File: config.mk
export PLATFORM = sky130hd
export DESIGN_NAME = mean_window_ctrl
export DESIGN_NICKNAME = d
export VERILOG_FILES = /design/src/rtl/mean_window_ctrl.sv
export SDC_FILE = /design/constraint.sdc
export NUM_CORES = 1
export LEC_CHECK = 0
export CORE_MARGIN = 2
export CORE_UTILIZATION = 43
export CTS_CLUSTER_SIZE = 16
export DETAILED_ROUTE_END_ITERATION = 12
export PLACE_DENSITY = 0.87
export SETUP_SLACK_MARGIN = 0.2
export SYNTH_ARGS = -nofsm -noshare
export SYNTH_HDL_FRONTEND = slang
export SYNTH_SLANG_ARGS = --single-unit
File: constraint.sdc
create_clock -name clk -period 2.1 [get_ports clk]
set_input_delay 0.42 -clock clk [delete_from_list [all_inputs] [get_ports clk]]
set_output_delay 0.42 -clock clk [all_outputs]
set_load 0.01 [all_outputs]
File: src/rtl/mean_window_ctrl.sv
`default_nettype none
// +----------------------------------------------------------------------------+
// | Module   : mean_window_ctrl                                                |
// | Purpose  : Windowed sample sequencer for the EEG mean accumulator/divider. |
// |            Optional acc_count cross-check: define MEAN_WIN_CNT_CHK_EN.     |
// | Revision : 1.0 - initial release                                           |
// +----------------------------------------------------------------------------+
module mean_window_ctrl #(
    parameter int WIN_LEN = 256,
    parameter int DATA_W  = 18,
    parameter int TIMEOUT = 15
) (
    input  logic              clk,
    input  logic              reset_n,
    input  logic              s_valid,
    output logic              s_ready,
    input  logic [DATA_W-1:0] s_data,
    output logic              acc_start,
    output logic [DATA_W-1:0] acc_eeg,
    output logic              start_div,
    input  logic              complete_div,
    input  logic [DATA_W-1:0] mean_in,
    input  logic [7:0]        acc_count,
    output logic              m_valid,
    input  logic              m_ready,
    output logic [DATA_W-1:0] m_data,
    output logic              busy,
`ifdef MEAN_WIN_CNT_CHK_EN
    output logic              err_count,
`endif
    output logic              err_timeout
);

    localparam logic [2:0] c_COLLECT   = 3'd0;
    localparam logic [2:0] c_DRAIN     = 3'd1;
    localparam logic [2:0] c_DIV_START = 3'd2;
    localparam logic [2:0] c_DIV_WAIT  = 3'd3;
    localparam logic [2:0] c_OUT       = 3'd4;

    localparam int               c_TO_W    = $clog2(TIMEOUT + 1);
    localparam logic [c_TO_W-1:0] c_TO_LAST = c_TO_W'(TIMEOUT - 1);
    localparam logic [c_TO_W-1:0] c_TO_ONE  = c_TO_W'(1);
    localparam logic [7:0]        c_WIN_LAST = 8'(WIN_LEN - 1);

    logic [2:0]        r_state;
    logic [7:0]        r_win_cnt;
    logic [c_TO_W-1:0] r_to_cnt;
    logic              r_cdiv_q;
    logic              r_s_ready;
    logic              r_acc_start;
    logic [DATA_W-1:0] r_acc_eeg;
    logic              r_start_div;
    logic              r_m_valid;
    logic [DATA_W-1:0] r_m_data;
    logic              r_err_timeout;

    logic w_hs;
    logic w_cdiv_rise;

    // r_s_ready is only ever set while in COLLECT, so it alone qualifies the handshake
    assign w_hs        = s_valid & r_s_ready;
    assign w_cdiv_rise = complete_div & ~r_cdiv_q;

    always_ff @(posedge clk or negedge reset_n) begin
        if (!reset_n) begin
            r_state       <= c_COLLECT;
            r_win_cnt     <= 8'd0;
            r_to_cnt      <= '0;
            r_cdiv_q      <= 1'b0;
            r_s_ready     <= 1'b0;
            r_acc_start   <= 1'b0;
            r_acc_eeg     <= '0;
            r_start_div   <= 1'b0;
            r_m_valid     <= 1'b0;
            r_m_data      <= '0;
            r_err_timeout <= 1'b0;
        end else begin
            r_cdiv_q    <= complete_div;
            r_acc_start <= 1'b0;
            r_start_div <= 1'b0;
            case (r_state)
                c_COLLECT: begin
                    r_s_ready <= 1'b1;
                    if (w_hs) begin
                        r_acc_start <= 1'b1;
                        r_acc_eeg   <= s_data;
                        if (r_win_cnt == c_WIN_LAST) begin
                            r_win_cnt <= 8'd0;
                            r_s_ready <= 1'b0;
                            r_state   <= c_DRAIN;
                        end else begin
                            r_win_cnt <= r_win_cnt + 8'd1;
                        end
                    end
                end
                // one idle cycle lets the final accumulate land before the divide
                c_DRAIN: begin
                    r_start_div <= 1'b1;
                    r_state     <= c_DIV_START;
                end
                c_DIV_START: begin
                    r_to_cnt <= '0;
                    r_state  <= c_DIV_WAIT;
                end
                c_DIV_WAIT: begin
                    r_to_cnt <= r_to_cnt + c_TO_ONE;
                    if (w_cdiv_rise) begin
                        r_m_data  <= mean_in;
                        r_m_valid <= 1'b1;
                        r_state   <= c_OUT;
                    end else if (r_to_cnt == c_TO_LAST) begin
                        r_err_timeout <= 1'b1;
                        r_s_ready     <= 1'b1;
                        r_state       <= c_COLLECT;
                    end
                end
                c_OUT: begin
                    if (m_ready) begin
                        r_m_valid <= 1'b0;
                        r_s_ready <= 1'b1;
                        r_state   <= c_COLLECT;
                    end
                end
                default: begin
                    r_s_ready <= 1'b0;
                    r_state   <= c_COLLECT;
                end
            endcase
        end
    end

`ifdef MEAN_WIN_CNT_CHK_EN
    logic [7:0] r_hs_total;
    logic       r_err_count;

    always_ff @(posedge clk or negedge reset_n) begin
        if (!reset_n) begin
            r_hs_total  <= 8'd0;
            r_err_count <= 1'b0;
        end else begin
            if (w_hs) begin
                r_hs_total <= r_hs_total + 8'd1;
            end
            if ((r_state == c_DIV_START) && (acc_count != r_hs_total)) begin
                r_err_count <= 1'b1;
            end
        end
    end

    assign err_count = r_err_count;
`else
    logic w_unused_acc_count;
    assign w_unused_acc_count = ^acc_count;
`endif

    assign s_ready     = r_s_ready;
    assign acc_start   = r_acc_start;
    assign acc_eeg     = r_acc_eeg;
    assign start_div   = r_start_div;
    assign m_valid     = r_m_valid;
    assign m_data      = r_m_data;
    assign busy        = (r_state != c_COLLECT);
    assign err_timeout = r_err_timeout;

endmodule
`default_nettype wire

* Word-level counts from Yosys, hierarchy flattened
Index checks and enable logic that the tools add are counted.
** Storage, ports and cells
- Output and inout bits :: 42
- Register bits after elaboration :: 57
- Logic and storage cells :: 62
- Latch bits :: 0
- Memories kept :: 0
- RAM bits :: 0
- ROM bits :: 0
- Input bits :: 49
** Operators by class
- Bitwise operators :: 5
- Add/subtract/negate cells :: 2
- Order comparisons :: 0
- Shifts and indexed selects :: 0
- Multipliers :: 0
- Mux-type cells :: 20
- Reduce and logical (&&, ||, !) cells :: 11
- Equality and inequality tests :: 13
- Div/mod/pow operators :: 0
** Operators by type and width (count)
- $mux 3 :: 5
- $pmux 3 s5 :: 1
- $ne 2x2->1 const B :: 6
- $mux 1 :: 10
- $add 8x1->8 const B :: 1
- $eq 8x8->1 const B :: 1
- $mux 8 :: 1
- $pmux 4 s2 :: 1
- $reduce_and 4->1 :: 2
- $eq 3x2->1 const B :: 2
- $reduce_and 3->1 :: 2
- $add 4x1->4 const B :: 1
- $eq 4x4->1 const B :: 1
- $pmux 1 s4 :: 1
- $reduce_and 2->1 :: 2
- $reduce_bool 2->1 :: 2
- $eq 3x1->1 const B :: 1
- $eq 3x3->1 const B :: 1
- $logic_not 3->1 :: 1
- $ne 3x3->1 const B :: 1
- $not 1->1 :: 3
- $reduce_bool 3->1 :: 1
- $and 1x1->1 :: 2
- $pmux 1 s2 :: 1
- $reduce_or 2->1 :: 1

* Logic depth before layout (Yosys ltp)
- Depth in word-level cells :: 4
- Mapped depth :: 8
- Depth with buffers taken out :: 6

* Least setup slack after synthesis
Ideal clock, no wire load.
- Path kind :: register -> register
- Start point :: register r_state[2]
- End point :: register r_m_data[10], in the netlist m_data[10]
- Slack :: 414 ps
- Arrival :: 1561 ps
- Stages on the path, launching flop included :: 5
- Library setup time :: 125 ps
- Path buffers :: 1
- Clock period less this slack :: 1686 ps
- Data required time :: 1975 ps
- Cell sequence :: dfrtp_1 nand2b_1 nor3_4 buf_4 mux2_2
** Between the ends
- Longest elaborated chain between the ends :: 2
** Ends and longest elaborated chain
- from (decl) :: line 45 : logic [2:0] r_state;
- from (signal assigned) :: line 66 : r_state <= c_COLLECT;
- from (signal assigned) :: line 90 : r_state <= c_DRAIN;
- from (signal assigned) :: line 99 : r_state <= c_DIV_START;
- $eq 3x2->1 :: line 81 : case (r_state)
- $reduce_and 2->1 (no source line)
- to (signal assigned) :: line 108 : r_m_data <= mean_in;
- to (decl) :: line 54 : logic [DATA_W-1:0] r_m_data;
Every way passes these cells.
A chain may end at the register's enable or synchronous reset.

* Worst setup path after layout
- Start point :: register r_state[2]
- End point :: output busy
** Between the ends
- Longest elaborated chain between the ends :: 1
** Ends and longest elaborated chain
- $reduce_bool 3->1 :: line 162 : assign busy = (r_state != c_COLLECT);
- to (decl) :: line 27 : output logic busy,
Every way passes these cells.

==> impl_metrics.yaml <==
status:
  status: "finished clean"
clock_network:
  clockBufferDepth: 2
  numClockSinks: 57
  cts_tree: "yes"
  cts_htree_levels: 3
  insertion_delay_ns: 0.32
  numCtsBuffers: 9
  cts_hold_repair.buffers: 0
  cts-root-buf: "clkbuf_8"
  path_clk_slew_ns: 0.06
floorplanning:
  die_w_um: 78.30
  num_io_pins: 91
  initial_core_util: 0.4391
  fp.dieH_um: 78.30
  die_area_um2: 6130
  design.core.area_um2: 5405
  core.rowCount: 27
placed_design:
  gp_congestion: 0.8067
  place_hpwl_um: 3448
  port_buffers: 82
detailed_routing:
  drt-wirelength-per-cell_um: 12.37
  viasPerCell: 4.734
  wl_um: 4738
  drt_iter0_markers: 103
  first_pass_iters: 4
  num_vias: 1813
  drc_errors: 0
  final_antenna_net_count: 0
timing:
  setup_violations: 0
  slew_viol_final: 0
  rsz0062_at_grt: "false"
  period_minus_slack_ns: 1.861
  hold_ws_ns: 0.01775
  relSlewSlack: 0.7328
  min_period_over_period: 0.8860
  clock_skew_ns: 0.003016
  max_freq_ghz: 0.5374
  hold_violations: 0
  finalSetupTns_ns: 0
  tightest_slew_ns: 0.4008
synth:
  synth_warnings: 0
  ys_types: 35
  synthCells: 216
  synth_area_um2: 2374
  synth_area_per_cell_um2: 10.99
  synth-seq-area-share: 0.6009
  synth_nets: 268
  synth_seq_cells: 57
min_path:
  holdCritPathClass: "in2async"
worst_setup_path:
  startpoint_type: "flop"
  worstSetupPathType: "reg2out"
  max_stage_delay_ns: 0.44
  cp-end-kind: "output pin"
  cp_data_required_time_ns: 1.68
  crit_fanout: 6
  worst-endpoint-arrival_ns: 1.44
  slowest_stage: "dfrtp_2"
  path_cells: "or3_4, dlygate4sd2_1"
global_route:
  grt_antenna_before_repair: 0
  grt_usage: 0.1738
  grt_max_degree: 21
  grt_pass1_wl_um: 8369
  globalRouteOverflowTotal: 0
  first_global_vias: 1912
finish:
  final_core_util: 0.6391
  antenna_cells: 0
  drive_gt1_frac: 0.1383
  final_net_count: 360
  syn_to_final_growth_pct: 45.55
flow_run:
  drv_cap: 0
power_and_ir_drop:
  p_leak_nw: 1.600
  ir_worst_vdd_mv: 0.8480
  power.total_w: 0.004523
  pwr_density_cell_nw_per_um2: 1309
kinds of logic after synthesis:
kind of cell | after synthesis | share of synthesized area
AND/OR/NAND/NOR | 96 | 0.1803
flip-flops | 57 | 0.6009
AO/OA/AOI/OAI | 22 | 0.06273
multiplexers | 20 | 0.09383
buffers and inverters | 15 | 0.03531
XOR/XNOR | 3 | 0.01107
adder cells (fa/ha/maj) | 3 | 0.01582
where the power goes:
| part | total (W) | internal, W | switching, W | leakage (nW) |
|---|---|---|---|---|
| clock | 0.000864 | 0.000481 | 0.000383 | 0.0826 |
| combinational | 0.00184 | 0.00106 | 0.000781 | 0.811 |
| sequential | 0.00182 | 0.00155 | 0.000269 | 0.706 |
cell usage after synthesis (all sizes together):
master	n	area [µm²]
a21o	3	22.52
a21oi	1	5.000
a22o	1	8.760
a31o	1	8.760
a31oi	2	12.51
and3	3	18.77
and4	1	8.760
buf	5	45.04
clkbuf	4	15.01
clkinv	1	5.000
dfrtp	57	1426
ha	3	37.54
inv	5	18.77
mux2	18	202.7
mux2i	2	20.02
nand2	68	255.2
nand2b	4	25.02
nand3	6	30.03
nand4	1	6.260
nor2	4	15.01
nor2b	2	12.51
nor3	3	26.28
o2111a	1	11.26
o211a	1	10.01
o21a	1	7.510
o21ai	8	40.04
o21bai	1	7.510
o22ai	1	6.260
o32ai	1	8.760
or2	1	6.260
or3	3	23.77
xnor2	3	26.28
cells in the final DEF, fill, tap and decap left out, types with 2 or more instances in the layout:
cell type / n
inv_1: 5
nand3_1: 6
o21ai_0: 8
mux2i_1: 2
clkbuf_8: 11
nor2_1: 4
buf_4: 7
or3_1: 2
and3_1: 3
clkdlybuf4s50_1: 80
xnor2_1: 3
clkbuf_1: 3
a21o_1: 3
nand2_1: 68
dfrtp_1: 56
nand2b_1: 4
ha_1: 3
nor2b_1: 2
mux2_2: 18
a31oi_1: 2
nor3_1: 2
metrics by stage:
step           area (µm²)  instances  setup WS, ns
2_1_floorplan        2374        216        0.4144
3_3_place_gp         3284        368        0.2247
3_5_place_dp         3284        368        0.2005
4_1_cts              3447        382        0.2111
5_1_grt              3455        383        0.1985
6_report             3455        383        0.2393
worst max-delay path: cells and delay by family, from the launching register on:
kind	cells	cell delay, ns
DFF	1	0.44
and+or+nand+nor	1	0.39
buffers and inverters	1	0.29
layout make-up:
type / instances / area [µm²]
inverters: 6 / 23.77
fillers: 457 / 1951
repair buffers: 90 / 887.1
flip-flops and latches: 57 / 1428
multi-input cells: 144 / 863.3
well taps: 72 / 90.09
clock buffers: 14 / 162.7
path summary, 6_finish.rpt:
check / from / end / slack [ns] / depth (start not counted)
worst max register to register: r_state[2] / acc_eeg[16] / 0.35 / 6
min in group clk: acc_eeg[10] / acc_eeg[10] / 0.47 / 2
worst min register to register: acc_eeg[10] / acc_eeg[10] / 0.47 / 2
worst min-delay path: reset_n / r_to_cnt[0] / 0.02 / 1
worst max-delay path: r_state[2] / busy / 0.24 / 2
max in group asynchronous: reset_n / m_data[5] / 1.47 / 2
state kept, by name, indices dropped and copies added, names as in the netlist, 3 cells and up:
register and flops:
r_win_cnt 8, acc_eeg 18, r_state 3, m_data 18, r_to_cnt 4
what timing repair did:
action | 4_1_cts | 5_1_grt
pin swaps | 0 | 0
setup endpoints to repair | 1 | 1
resized for setup | 2 | 0
buffers inserted | 0 | 1
per-layer routing:
metal  track usage  vias up  wire length [µm]
met3       0.04713       12               283
met1        0.2058      850              2102
met4       0.08772        0               100
met5             0        -                 0
li1              -      900                 -
met2        0.2914       51              2251
(Power assumes the default switching activity.)
==> RTL change (same settings) <==
Add a define of `MEAN_WIN_CNT_CHK_EN`.
--- a/src/rtl/mean_window_ctrl.sv
+++ b/src/rtl/mean_window_ctrl.sv
@@ -6,4 +6,6 @@
 // | Revision : 1.0 - initial release                                           |
 // +----------------------------------------------------------------------------+
+`define MEAN_WIN_CNT_CHK_EN
+
 module mean_window_ctrl #(
     parameter int WIN_LEN = 256,
Behaviour (old outputs only; new: err_count): unchanged (equiv_simple and equiv_induct, registers matched by name and starting in step).
==> RTL change against the unedited design <==
Wire length is 25% higher. Combinational power is 16% higher. Worst setup slack better by 0.069 ns. Synthesized area is 21% higher. Cell count is 4.7% higher. Register-to-register slack better by 0.09 ns. Sequential cell count is 9 higher. Non-clock buffer count is 7 higher. Largest cell class unchanged. Clock power is 52% higher. Design area is 19% higher. Power is 23% higher. Die area is 19% higher. Count of clock-buffer cells in the layout is 3 lower. First-iteration DRC count is 28% lower.
==> RTL change: results (changes against the unedited design) <==
* Outcome: completed
* Worst path arrival time at 1.37 ns (-0.07 ns)
* Cell variety after synth at 43 (+23%)
* Number of nets in the layout at 372 (+3.3%)
* Total global routing track utilization at 0.177 (+0.00329)
* Portion of the post-synthesis area used by sequential elements at 0.577 (-0.0238)
* Startpoint of the worst setup timing path: r_state[1]
* Worst vdd rail ir drop at 0.000833 V (-1.8%)
* I/O Buffers at 91 (+11%)
* Layout cell share with drive strength beyond 1 at 0.222 (+0.0840)
* Register-to-Register Setup Slack at 0.44 ns (+0.09 ns)
* Setup skew after layout at 0.00616 ns (+0.00315 ns)
* Maximum fanout count along the critical path at 4 (-2)
* Post-place setup slack at 0.0438 ns (-0.157 ns)
* Top cells by area, synth: dfrtp_1 (58%), mux2_2 (15%), xor2_1 (3.1%)
* Placer Congestion at 0.824 (+2.2%)
* Routed wire length at 5930 um (+25%)
* Tightest hold margin at 0.0554 ns (+0.0377 ns)
* Routed wire length on met2 at 2950 um (+31%)
* Met3 Track Usage GR at 0.0635 (+0.0164)
* First-pass GRT wire length at 10200 um (+22%)
* Number of DRC violations after detailed-routing iteration 0 at 74 (-28%)
* Met3 routed wirelength at 394 um (+39%)
* Routing usage on met2 at 0.287 (-0.00445)
* Min setup slack post-route at 0.308 ns (+0.0691 ns)
* Count of mapped cells out of synthesis at 219 (+1.4%)
* Post-Synthesis Net Count at 272 (+1.5%)
* Vias in the first global route at 2147 (+12%)
* Placed insts at 383 (+4.1%)
* Post-DP HPWL at 4300 um (+25%)
* Post-Route M1 WL at 2490 um (+18%)
* End of the worst register-to-register path: s_ready
* Drt via density at 5.09 (+7.6%)
* Met1 layer usage reported by global route at 0.222 (+0.0163)
* Reg-to-Reg Start: r_win_cnt[1]
* Cell Int Power at 3.91 mW (+27%)
* Routed vias at 2043 (+13%)
* Final-layout fill cell count at 490 (+7.2%)
* Largest net degree at the start of global routing at 33 (+57%)
## RTL change: cells by family after synthesis
logic type / count (synthesis) / share of synthesized area
flops: 66 / 0.577
fa+ha+maj: 4 / 0.0175
buf+inv: 12 / 0.0262
xor+xnor: 19 / 0.0582
mux: 39 / 0.153
compound gates: 23 / 0.0573
simple gates: 56 / 0.111
## RTL change: power by group through the flow
stage / combinational [mW] / clock (mW) / sequential [mW]
global route: 2.31 / 1.42 / 2.19
detailed placement: 2.12 / 0 / 2.16
global placement: 2.06 / 0 / 2.14
CTS: 2.17 / 1.35 / 2.12
finish: 2.13 / 1.31 / 2.12
floorplan: 0.937 / 0 / 2.25
## RTL change: final cells by class
class | instances | area, um^2 | area share
sequential | 66 | 1650 | 0.401
multi-input combinational | 141 | 1130 | 0.275
timing repair buffer | 97 | 975 | 0.236
clock buffer | 11 | 151 | 0.0367
clock inverter | 5 | 100 | 0.0243
tap | 77 | 96.3 | 0.0233
inverter | 4 | 15.0 | 0.00364
